[src/rtl/pipe_pkg.sv]
// Shared definitions for the elastic pipeline stage registers: FSM encoding,
// per-boundary payload/control widths and control-bundle bit positions.
package pipe_pkg;

  typedef enum logic [1:0] {
    ST_EMPTY = 2'd0,
    ST_FULL  = 2'd1,
    ST_SKID  = 2'd2
  } state_e;

  // IF/ID carries PC+instruction only, so its control bundle is a single spare bit.
  localparam int IFID_DATA_W  = 64;
  localparam int IFID_CTRL_W  = 1;
  localparam int IDEX_DATA_W  = 96;
  localparam int IDEX_CTRL_W  = 10;
  localparam int EXMEM_DATA_W = 72;
  localparam int EXMEM_CTRL_W = 5;
  localparam int MEMWB_DATA_W = 69;
  localparam int MEMWB_CTRL_W = 2;

  localparam int REGDST   = 0;
  localparam int JUMP     = 1;
  localparam int BRANCH   = 2;
  localparam int MEMREAD  = 3;
  localparam int MEMTOREG = 4;
  localparam int MEMWRITE = 5;
  localparam int ALUSRC   = 6;
  localparam int ALUOP_LO = 7;
  localparam int ALUOP_HI = 8;
  localparam int REGWRITE = 9;

endpackage

[src/rtl/pipe_stage_elastic_if.sv]
// Handshake bundle around one elastic stage register: upstream side, downstream
// side and flush. The stage itself uses the slave modport.
interface pipe_stage_elastic_if #(
  parameter int DATA_W = 96,
  parameter int CTRL_W = 10
) ();

  logic              in_valid;
  logic              in_ready;
  logic [DATA_W-1:0] in_data;
  logic [CTRL_W-1:0] in_ctrl;
  logic              out_valid;
  logic              out_ready;
  logic [DATA_W-1:0] out_data;
  logic [CTRL_W-1:0] out_ctrl;
  logic              flush;

  modport master (
    output in_valid, in_data, in_ctrl, out_ready, flush,
    input  in_ready, out_valid, out_data, out_ctrl
  );

  modport slave (
    input  in_valid, in_data, in_ctrl, out_ready, flush,
    output in_ready, out_valid, out_data, out_ctrl
  );

endinterface

[src/rtl/pipe_stage_elastic_slot.sv]
// pipe_slot: one payload+control register with load enable and valid bit.
// Clear wins over load and drops only the valid bit; the payload is kept.
module pipe_slot
  import pipe_pkg::*;
#(
  parameter int DATA_W = 96,
  parameter int CTRL_W = 10
) (
  input  logic              clk,
  input  logic              reset_n,
  input  logic              ld,
  input  logic              clr,
  input  logic [DATA_W-1:0] d_data,
  input  logic [CTRL_W-1:0] d_ctrl,
  output logic              q_vld,
  output logic [DATA_W-1:0] q_data,
  output logic [CTRL_W-1:0] q_ctrl
);

  logic              vld_q, vld_d;
  logic [DATA_W-1:0] data_q, data_d;
  logic [CTRL_W-1:0] ctrl_q, ctrl_d;

  always_comb begin
    vld_d  = vld_q;
    data_d = data_q;
    ctrl_d = ctrl_q;
    if (clr) begin
      vld_d = 1'b0;
    end else if (ld) begin
      vld_d  = 1'b1;
      data_d = d_data;
      ctrl_d = d_ctrl;
    end
  end

  always_ff @(posedge clk or negedge reset_n) begin
    if (!reset_n) begin
      vld_q  <= 1'b0;
      data_q <= '0;
      ctrl_q <= '0;
    end else begin
      vld_q  <= vld_d;
      data_q <= data_d;
      ctrl_q <= ctrl_d;
    end
  end

  assign q_vld  = vld_q;
  assign q_data = data_q;
  assign q_ctrl = ctrl_q;

endmodule

[src/rtl/pipe_stage_elastic.sv]
// Elastic inter-stage register with a 2-entry skid buffer and registered in_ready.
// Define PIPE_STAGE_PERF_EN to add saturating stall/bubble/flush counters.
module pipe_stage_elastic
  import pipe_pkg::*;
#(
  parameter int DATA_W = 96,
  parameter int CTRL_W = 10
) (
  input  logic                      clk,
  input  logic                      reset_n,
  pipe_stage_elastic_if.slave       bus
`ifdef PIPE_STAGE_PERF_EN
  ,
  output logic [31:0]               stall_cnt,
  output logic [31:0]               bubble_cnt,
  output logic [15:0]               flush_cnt
`endif
);

  state_e            state_q, state_d;
  logic              in_ready_q, in_ready_d;
  logic              in_fire, out_fire;
  logic              main_ld, main_clr, skid_ld, skid_clr;
  logic              main_vld, skid_vld;
  logic [DATA_W-1:0] main_data, skid_data, main_src_data;
  logic [CTRL_W-1:0] main_ctrl, skid_ctrl, main_src_ctrl;

  assign in_fire  = bus.in_valid & in_ready_q;
  assign out_fire = main_vld & bus.out_ready;

  always_ff @(posedge clk or negedge reset_n) begin
    if (!reset_n) begin
      state_q    <= ST_EMPTY;
      in_ready_q <= 1'b0;
    end else begin
      state_q    <= state_d;
      in_ready_q <= in_ready_d;
    end
  end

  always_comb begin
    state_d = state_q;
    if (bus.flush) begin
      state_d = ST_EMPTY;
    end else begin
      case (state_q)
        ST_EMPTY: if (in_fire) state_d = ST_FULL;
        ST_FULL: begin
          if (in_fire && !out_fire)      state_d = ST_SKID;
          else if (!in_fire && out_fire) state_d = ST_EMPTY;
        end
        ST_SKID:  if (out_fire) state_d = ST_FULL;
        default:  state_d = ST_EMPTY;
      endcase
    end
    // Ready only depends on where we are going, never on this cycle's out_ready path.
    in_ready_d = (state_d != ST_SKID);
  end

  always_comb begin
    main_ld  = 1'b0;
    skid_ld  = 1'b0;
    main_clr = bus.flush;
    skid_clr = bus.flush;
    if (!bus.flush) begin
      case (state_q)
        ST_EMPTY: main_ld = in_fire;
        ST_FULL: begin
          main_ld  = in_fire & out_fire;
          skid_ld  = in_fire & ~out_fire;
          main_clr = ~in_fire & out_fire;
        end
        ST_SKID: begin
          main_ld  = out_fire;
          skid_clr = out_fire;
        end
        default: ;
      endcase
    end
  end

  // A held skid entry always refills main before any newer input can.
  assign main_src_data = skid_vld ? skid_data : bus.in_data;
  assign main_src_ctrl = skid_vld ? skid_ctrl : bus.in_ctrl;

  pipe_slot #(.DATA_W(DATA_W), .CTRL_W(CTRL_W)) u_main (
    .clk     (clk),
    .reset_n (reset_n),
    .ld      (main_ld),
    .clr     (main_clr),
    .d_data  (main_src_data),
    .d_ctrl  (main_src_ctrl),
    .q_vld   (main_vld),
    .q_data  (main_data),
    .q_ctrl  (main_ctrl)
  );

  pipe_slot #(.DATA_W(DATA_W), .CTRL_W(CTRL_W)) u_skid (
    .clk     (clk),
    .reset_n (reset_n),
    .ld      (skid_ld),
    .clr     (skid_clr),
    .d_data  (bus.in_data),
    .d_ctrl  (bus.in_ctrl),
    .q_vld   (skid_vld),
    .q_data  (skid_data),
    .q_ctrl  (skid_ctrl)
  );

  assign bus.in_ready  = in_ready_q;
  assign bus.out_valid = main_vld;
  assign bus.out_data  = main_data;
  assign bus.out_ctrl  = main_vld ? main_ctrl : '0;

`ifdef PIPE_STAGE_PERF_EN
  logic [31:0] stall_cnt_q, stall_cnt_d;
  logic [31:0] bubble_cnt_q, bubble_cnt_d;
  logic [15:0] flush_cnt_q, flush_cnt_d;

  function automatic logic [31:0] sat_inc32(input logic [31:0] v);
    return (v == 32'hFFFF_FFFF) ? v : v + 32'd1;
  endfunction

  function automatic logic [15:0] sat_inc16(input logic [15:0] v);
    return (v == 16'hFFFF) ? v : v + 16'd1;
  endfunction

  always_comb begin
    stall_cnt_d  = stall_cnt_q;
    bubble_cnt_d = bubble_cnt_q;
    flush_cnt_d  = flush_cnt_q;
    if (main_vld && !bus.out_ready) stall_cnt_d  = sat_inc32(stall_cnt_q);
    if (!main_vld)                  bubble_cnt_d = sat_inc32(bubble_cnt_q);
    if (bus.flush)                  flush_cnt_d  = sat_inc16(flush_cnt_q);
  end

  always_ff @(posedge clk or negedge reset_n) begin
    if (!reset_n) begin
      stall_cnt_q  <= '0;
      bubble_cnt_q <= '0;
      flush_cnt_q  <= '0;
    end else begin
      stall_cnt_q  <= stall_cnt_d;
      bubble_cnt_q <= bubble_cnt_d;
      flush_cnt_q  <= flush_cnt_d;
    end
  end

  assign stall_cnt  = stall_cnt_q;
  assign bubble_cnt = bubble_cnt_q;
  assign flush_cnt  = flush_cnt_q;
`endif

endmodule

[src/flat_wrapper.sv]
// flat-port wrapper written by rule: the top's interface ports become plain ports
module pipe_stage_elastic_flat import pipe_pkg::*;
#(
  parameter int DATA_W = 96,
  parameter int CTRL_W = 10
)
  (clk, reset_n, bus_in_valid, bus_in_data, bus_in_ctrl, bus_out_ready, bus_flush, bus_in_ready, bus_out_valid, bus_out_data, bus_out_ctrl);
  pipe_stage_elastic_if #(.DATA_W(DATA_W), .CTRL_W(CTRL_W)) bus_i ();
  input  logic clk;
  input  logic reset_n;
  input wire logic [$bits(bus_i.in_valid)-1:0] bus_in_valid;
  input wire logic [$bits(bus_i.in_data)-1:0] bus_in_data;
  input wire logic [$bits(bus_i.in_ctrl)-1:0] bus_in_ctrl;
  input wire logic [$bits(bus_i.out_ready)-1:0] bus_out_ready;
  input wire logic [$bits(bus_i.flush)-1:0] bus_flush;
  output wire logic [$bits(bus_i.in_ready)-1:0] bus_in_ready;
  output wire logic [$bits(bus_i.out_valid)-1:0] bus_out_valid;
  output wire logic [$bits(bus_i.out_data)-1:0] bus_out_data;
  output wire logic [$bits(bus_i.out_ctrl)-1:0] bus_out_ctrl;
  assign bus_i.in_valid = bus_in_valid;
  assign bus_i.in_data = bus_in_data;
  assign bus_i.in_ctrl = bus_in_ctrl;
  assign bus_i.out_ready = bus_out_ready;
  assign bus_i.flush = bus_flush;
  assign bus_in_ready = bus_i.in_ready;
  assign bus_out_valid = bus_i.out_valid;
  assign bus_out_data = bus_i.out_data;
  assign bus_out_ctrl = bus_i.out_ctrl;
  pipe_stage_elastic #(.DATA_W(DATA_W), .CTRL_W(CTRL_W)) u_core (.clk(clk), .reset_n(reset_n), .bus(bus_i));
endmodule
[config.mk]
export PLATFORM = sky130hd
export DESIGN_NAME = pipe_stage_elastic_flat
export DESIGN_NICKNAME = d
export VERILOG_FILES = /design/src/rtl/pipe_pkg.sv /design/src/rtl/pipe_stage_elastic_if.sv /design/src/rtl/pipe_stage_elastic_slot.sv /design/src/rtl/pipe_stage_elastic.sv /design/src/flat_wrapper.sv
export SDC_FILE = /design/constraint.sdc
export NUM_CORES = 1
export LEC_CHECK = 0
export ABC_AREA = 1
export CORE_ASPECT_RATIO = 1.2
export CORE_MARGIN = 2
export CORE_UTILIZATION = 51
export DETAILED_ROUTE_END_ITERATION = 8
export GPL_ROUTABILITY_DRIVEN = 1
export PLACE_DENSITY = 0.9
export SYNTH_ARGS = -nofsm -noshare
export SYNTH_HDL_FRONTEND = slang
export SYNTH_SLANG_ARGS = --single-unit
[constraint.sdc]
create_clock -name clk -period 2.25 [get_ports clk]
set_input_delay 0.45 -clock clk [delete_from_list [all_inputs] [get_ports clk]]
set_output_delay 0.45 -clock clk [all_outputs]
set_load 0.01 [all_outputs]
; After elaboration in Yosys (flattened, before gate mapping)
; Cells that the tools add are included.
[totals]
wordCells = 50
regBits = 217
input_bits = 111
output_inout_bits = 108
[op_classes]
mux = 21
n_reduce_logical = 9
bitwise_logic = 9
eq_ne = 3
[op_table]
columns = operator, count
row1 = $mux W96, 1
row2 = $mux W10, 2
row3 = $mux W1, 11
row4 = $mux W2, 5
row5 = $pmux W2 S3, 1
row6 = $and A1 B1 Y1, 5
row7 = $not A1 Y1, 4
row8 = $reduce_and A2 Y1, 2
row9 = $reduce_bool A2 Y1, 2
row10 = $pmux W1 S3, 1
row11 = $eq A2 B1 Y1 const B, 1
row12 = $eq A2 B2 Y1 const B, 1
row13 = $logic_and A1 B1 Y1, 2
row14 = $logic_not A1 Y1, 2
row15 = $logic_not A2 Y1, 1
row16 = $ne A2 B2 Y1 const B, 1

; Longest topological paths before layout
; Gate-level depths: netlist (run 1).
[logic_depth]
ltp_word = 8
ltp_mapped = 9
depth_no_buf = 7

; Hierarchy
; From an unflattened synthesis (run 1), not the netlist that was laid out.
[unflattened]
hier_cells = 1100
hier_area_um2 = 10204.8
[modules_own_cells]
columns = mod, cells_per_inst, seq_area_each_um2, area_each_um2, n_inst
row1 = pipe_slot, 463, 2677.6, 4240.3, 2
row2 = pipe_stage_elastic, 174, 75.1, 1724.2, 1

; Worst setup path after synthesis (run 1)
; No wires, ideal clock.
[synth_path]
kind = input to register
start = input port bus_in_valid
end = register u_core.u_skid.data_q[50], in the netlist u_core.u_skid.q_data[50]
arrival_time_ns = 1.360
path_stages = 9
required_time_ns = 2.133
setup_ns = 0.117
path_slack_ns = 0.773
path_cell_list = nand2_1 inv_1 nand2_1 nor2_4 nand2_2 buf_2 buf_2 nand2_1 nand2_1
[synth_via]
elab_chain_len = 5
[synth_lines]
columns = item, line
row1 = "start, declared", flat_wrapper.sv:11  ; input wire logic [$bits(bus_i.in_valid)-1:0] bus_in_valid;
row2 = $and A1 B1 Y1, pipe_stage_elastic.sv:28  ; assign in_fire = bus.in_valid & in_ready_q;
row3 = $and A1 B1 Y1, pipe_stage_elastic.sv:70  ; skid_ld = in_fire & ~out_fire;
row4 = $mux W1, pipe_stage_elastic.sv:66  ; case (state_q)
row5 = $mux W1, pipe_stage_elastic.sv:65  ; if (!bus.flush) begin
row6 = $reduce_and A2 Y1 (no line), -
row7 = "end signal, assigned", pipe_stage_elastic_slot.sv:44  ; data_q <= data_d;
row8 = "end, declared", pipe_stage_elastic_slot.sv:21  ; logic [DATA_W-1:0] data_q, data_d;
; Every way passes these cells.
; A chain may end at the register's enable or synchronous reset.

; Final worst setup path (run 1)
[layout_path]
start = register u_core.u_main.vld_q, in the netlist u_core.u_main.q_vld
end = output port bus_out_ctrl[2]
[layout_via]
elab_chain_len = 1
[layout_lines]
columns = item, line
row1 = "start, declared", pipe_stage_elastic_slot.sv:20  ; logic vld_q, vld_d;
row2 = "start signal, assigned", pipe_stage_elastic_slot.sv:43  ; vld_q <= vld_d;
row3 = $mux W10, pipe_stage_elastic.sv:113  ; assign bus.out_ctrl = main_vld ? main_ctrl : '0;
row4 = "end, declared", flat_wrapper.sv:19  ; output wire logic [$bits(bus_i.out_ctrl)-1:0] bus_out_ctrl;
; Every way passes these cells.

==> results of run 1 <==
## sequential cells by signal, indices dropped and copies added, names as in the netlist
name,flops
u_core.u_skid.q_vld,1
u_core.u_main.q_vld,1
u_core.u_skid.q_data,96
u_core.u_skid.q_ctrl,10
u_core.u_main.q_data,96
u_core.u_main.q_ctrl,10
u_core.state_q,2
u_core.bus.in_ready,1
## cell families after synthesis
group,share of synthesized area
compound gates,0.002909
buf+inv,0.04528
flops,0.5490
simple gates,0.4029
## worst max-delay path, cell delays in order, from the launching register on
cell             delay, ns
dfrtp_2               0.40
buf_6                 0.16
nand2_1               0.06
inv_1                 0.06
clkdlybuf4s50_1       0.54
## metal layers
metal,up-vias,wire (microns),track usage
li1,4464,-,-
met2,496,13600,0.4566
met5,-,0,0
met1,4468,10490,0.3269
met3,106,2145,0.03693
met4,0,1371,0.1289
## area by class of cell
class	count	area, sq um
flip-flops and latches	217	5435
multi-input cells	990	4036
inverters	18	70.07
diodes	4	10.01
clock buffers	34	686.9
repair buffers	242	2552
clock inverters	7	112.6
well taps	256	320.3
fillers	1434	5700
## power by group
| group | internal (mW) | switching, mW |
|---|---|---|
| registers | 5.15 | 0.721 |
| logic | 1.66 | 1.78 |
| clock network | 2.45 | 1.52 |
| total | 9.25 | 4.02 |
## worst paths after layout
path / from / to / slack, ns / depth (start not counted)
setup reg to reg: u_core.u_main.q_vld / u_core.u_main.q_data[58] / 0.41 / 9
max in group asynchronous: reset_n / u_core.u_skid.q_data[52] / 1.10 / 3
hold reg to reg: u_core.u_main.q_data[48] / u_core.u_main.q_data[48] / 0.46 / 2
hold / removal: reset_n / u_core.u_skid.q_data[4] / 0.46 / 2
min in group clk: u_core.u_main.q_data[48] / u_core.u_main.q_data[48] / 0.47 / 2
setup / recovery: u_core.u_main.q_vld / bus_out_ctrl[2] / 0.07 / 4
## stage by stage
| stage | std cells | cell area (sq um) | TNS (ns) | worst slack (ns) | hold WS [ns] |
|---|---|---|---|---|---|
| floorplan | 1315 | 9892 | 0 | 0.7728 | 0.1544 |
| global placement | 1720 | 12380 | 0 | 0.2010 | 0.4064 |
| detailed placement | 1720 | 12380 | 0 | 0.1415 | 0.4097 |
| CTS | 1762 | 13190 | 0 | 0.02145 | 0.4647 |
| global route | 1768 | 13220 | -0.001573 | -0.001573 | 0.4854 |
| finish | 1768 | 13220 | 0 | 0.07436 | 0.4650 |
## cells in the mapped netlist
cell	instances
nor2_1	4
nor2_4	1
nand2_1	762
buf_2	22
buf_1	11
a21oi_1	2
a21oi_2	1
inv_1	15
nand3_1	213
dfrtp_1	217
clkbuf_1	53
inv_2	3
buf_4	4
nand3b_1	1
o21ai_0	2
nand2_2	4
## what timing repair did
item                                    in CTS  in global routing
endpoints found under the setup margin       8                  7
endpoints found under the hold margin       53                  0
hold buffers                                 1                  0
gates resized for setup                      3                  2
buffers inserted                             0                  2
==> results.cfg, run 1 <==
[timing]
max_freq_mhz = 459.6
max_slew_margin = 0.6513
post-route-period-util = 0.9670
drv_slew = 0
finalSetupViolCount = 0
final.setup_skew_ns = 0.01406
final-hold-violation-count = 0
layout_min_cycle_time_ns = 2.176
worst_pin_slew_ns = 0.5230

[synthesis]
ys_ff_latch = 217
synthCells = 1315
synth.top_cell.area_share = 0.5490
syn_area_sq_um = 9892
synth.avg_cell_area_sq_um = 7.522
synth.largest_area_cell = dfrtp_1
synth_warnings = 0
ys_seq_area_frac = 0.5490
synth_area_leaders = dfrtp_1 (55%), nand2_1 (29%), nand3_1 (11%)
yosysUniqueCellTypes = 16
syn_nets = 1426

[clocking]
clkSlewWorstSetupHoldPaths_ns = 0.06
clock_latency_ns = 0.51
h-tree-depth = 1
cts_tree = yes
numClockSinks = 217
cts_root_buf = clkbuf_16
cts_made_buffers = 23
cts_buffer_depth = 3

[pwr]
p_per_area_nw_per_um2 = 1004
total_power_mw = 13.28
p_leak_nw = 7.032
irDropWorstVdd_v = 0.0006380

[global_routing]
grt_max_degree = 108
antenna_found_initial = 4
grt_pass1_wl_mm = 44.57
grt_overflow_total = 0
grt_pass1_vias = 8976
track_usage = 0.2632

[drt]
ant_nets = 0
wl_per_cell_microns = 15.62
viasPerCell = 5.393
first_pass_iters = 8
drt-total-wl_mm = 27.61
remaining_drc_errors = 0
vias = 9534
drt_iter0_drc = 807

[layout]
area_growth_pct = 33.68
drive_gt1_frac = 0.04775
postLayoutCoreUtil = 0.6988
finalNetCount = 1603
layout_common_cells = nand2_1 (762), dfrtp_1 (215), clkdlybuf4s50_1 (214)
final_common_cell = nand2_1

[worst_setup_path]
cp_max_fo = 9
start_kind = flop
endpoint_kind = output port
critPathArrivalTime_ns = 1.73
required_ns = 1.80
worstSetupPathType = reg2out

[placed_design]
portBuffers = 218
dp_hpwl_mm = 16.87
gp_congestion = 0.8283

[floorplanning]
start_util = 0.5227
num_rows = 55
die_w_microns = 131.1
fp.dieH_microns = 156.6
ioPinCount = 219
fp.dieArea_sq_um = 20530
core_area_sq_um = 18920

[job]
cap_violations = 0

[outcome]
outcome = complete, no violations

[min_path]
hold_path.class = in2async
Power figures use the tool's default switching activity.
==> inputs of run 2 (changes only) <==
Settings changed: CORE_ASPECT_RATIO 1.2 to 0.8, CORE_UTILIZATION 51 to 30, PLACE_DENSITY 0.9 to 0.61.
==> run 2 against run 1 <==
Sequential share of layout area shrank 0.64 points. Fmax grew 0.60%. First-iteration DRC count shrank 25%. Setup slack gained 0.013 ns. Register-to-register slack gained 0.12 ns. Combinational power is essentially flat. Critical path type unchanged.
==> results.cfg, run 2 (synthesized netlist as in run 1, its figures left out) <==
[outcome]
outcome = complete, no violations

[global_routing]
antenna_found_initial = 3
grtUsageMet3 = 0.03357
grt_pass1_vias = 8843
grt_overflow_total = 0
grt_util_met1 = 0.2417
grt_max_degree = 100
busiest_layer = met2
met2_usage = 0.2839
grt_pass1_wl_mm = 49.52
track_usage = 0.1751

[clocking]
cts_buffer_depth = 3
h-tree-depth = 1
cts_tree = yes
cts_made_buffers = 25
clock_latency_ns = 0.53
cts_root_buf = clkbuf_16
clkSlewWorstSetupHoldPaths_ns = 0.06
numClockSinks = 217

[layout]
layout_common_cells = nand2_1 (762), clkdlybuf4s50_1 (216), dfrtp_1 (215)
multiInputGateArea_sq_um = 4036
stdcell_count = 1944
finalNetCount = 1609
postLayoutCoreUtil = 0.4135
area_growth_pct = 35.78
fillers = 3354
regArea_sq_um = 5435
final_common_cell = nand2_1
drive_gt1_frac = 0.05017
fin_area_sq_um = 13430

[floorplanning]
fp.dieArea_sq_um = 34450
fp.dieH_microns = 166.4
start_util = 0.3045
core_area_sq_um = 32480
ioPinCount = 219
num_rows = 59
die_w_microns = 207.0

[placed_design]
dp_slack_ns = 0.1832
dpl_cell_area_sq_um = 12600
gp_congestion = 0.7607
numPlacedInstances = 1895
dp_hpwl_mm = 18.83
portBuffers = 218

[worst_setup_path]
endpoint_kind = output port
r2r-end = u_core.u_skid.q_data[26]
cp_max_fo = 7
r2r_setup_slack_ns = 0.53
worstSetupStartpoint = u_core.u_main.q_vld
required_ns = 1.80
reg2reg_depth = 7
start_kind = flop
r2r-start = u_core.u_main.q_vld
worstSetupPathType = reg2out
critPathArrivalTime_ns = 1.71

[timing]
whs_ns = 0.3072
layout_min_cycle_time_ns = 2.163
max_freq_mhz = 462.4
max_slew_margin = 0.5850
worst_pin_slew_ns = 0.6225
finalWorstSetupSlack_ns = 0.08728
drv_slew = 0
setup_tns_ns = 0
final.setup_skew_ns = 0.01942
final-hold-violation-count = 0
rsz0062_at_grt = no
post-route-period-util = 0.9612
finalSetupViolCount = 0

[drt]
remaining_drc_errors = 0
ant_nets = 0
drt_iter0_drc = 609
wl_per_cell_microns = 15.63
first_pass_iters = 5
viasPerCell = 4.700
vias = 9136
drt-total-wl_mm = 30.39

[pwr]
total_power_mw = 13.25
clkPwrFrac = 0.301
p_per_area_nw_per_um2 = 986.8
pwr-share-seq = 0.440
irDropWorstVdd_v = 0.0005109
p_sw_mw = 4.094
p_int_mw = 9.160
p_leak_nw = 7.026
switching_share = 0.3089
p_comb_frac = 0.259

[min_path]
hold_path.class = in2async

[job]
cap_violations = 0
==> run 2: worst max-delay path by stage <==
stage                               end  cells after the start
6_report                bus_out_ctrl[2]                      4
5_1_grt                 bus_out_ctrl[8]                      4
4_1_cts                 bus_out_ctrl[0]                      4
3_5_place_dp   u_core.u_skid.q_data[36]                      8
3_3_place_gp   u_core.u_skid.q_data[21]                      8
2_1_floorplan  u_core.u_skid.q_data[50]                      9
==> run 2: final cells by class <==
type,instances,share of cell area
repair buffers,246,0.1900
well taps,427,0.03978
diodes,2,0.0003726
multi-input cells,990,0.3005
clock inverters,6,0.004565
inverters,18,0.005403
clock buffers,38,0.05468
flip-flops and latches,217,0.4047
==> run 2: critical path, cell delays in order (launching register included) <==
cell,delay (ns)
dfrtp_2,0.35
buf_4,0.15
nand2_1,0.06
inv_1,0.07
clkdlybuf4s50_1,0.53
==> run 2: what timing repair did <==
| item | in CTS | in global routing |
|---|---|---|
| hold endpoints to repair | 73 | 0 |
| cloned | 0 | 0 |
| gates resized for setup | 2 | 1 |
| setup endpoints to repair | 11 | 1 |
| hold buffers | 1 | 0 |
| setup buffers | 2 | 0 |
==> run 2: per-layer routing <==
metal | vias to the layer above | part of all wire
li1 | 4473 | -
met4 | 2 | 0.019
met1 | 4405 | 0.46
met3 | 38 | 0.049
met5 | - | 0.00043
met2 | 218 | 0.47
==> run 2: power groups by stage <==
stage          sequential [mW]  clock [mW]  combinational, mW
2_1_floorplan             5.97           0               1.48
3_3_place_gp              5.85           0               3.42
3_5_place_dp              5.88           0               3.48
5_1_grt                   5.98        4.29               3.86
4_1_cts                   5.82        4.13               3.49
6_report                  5.83        3.99               3.43
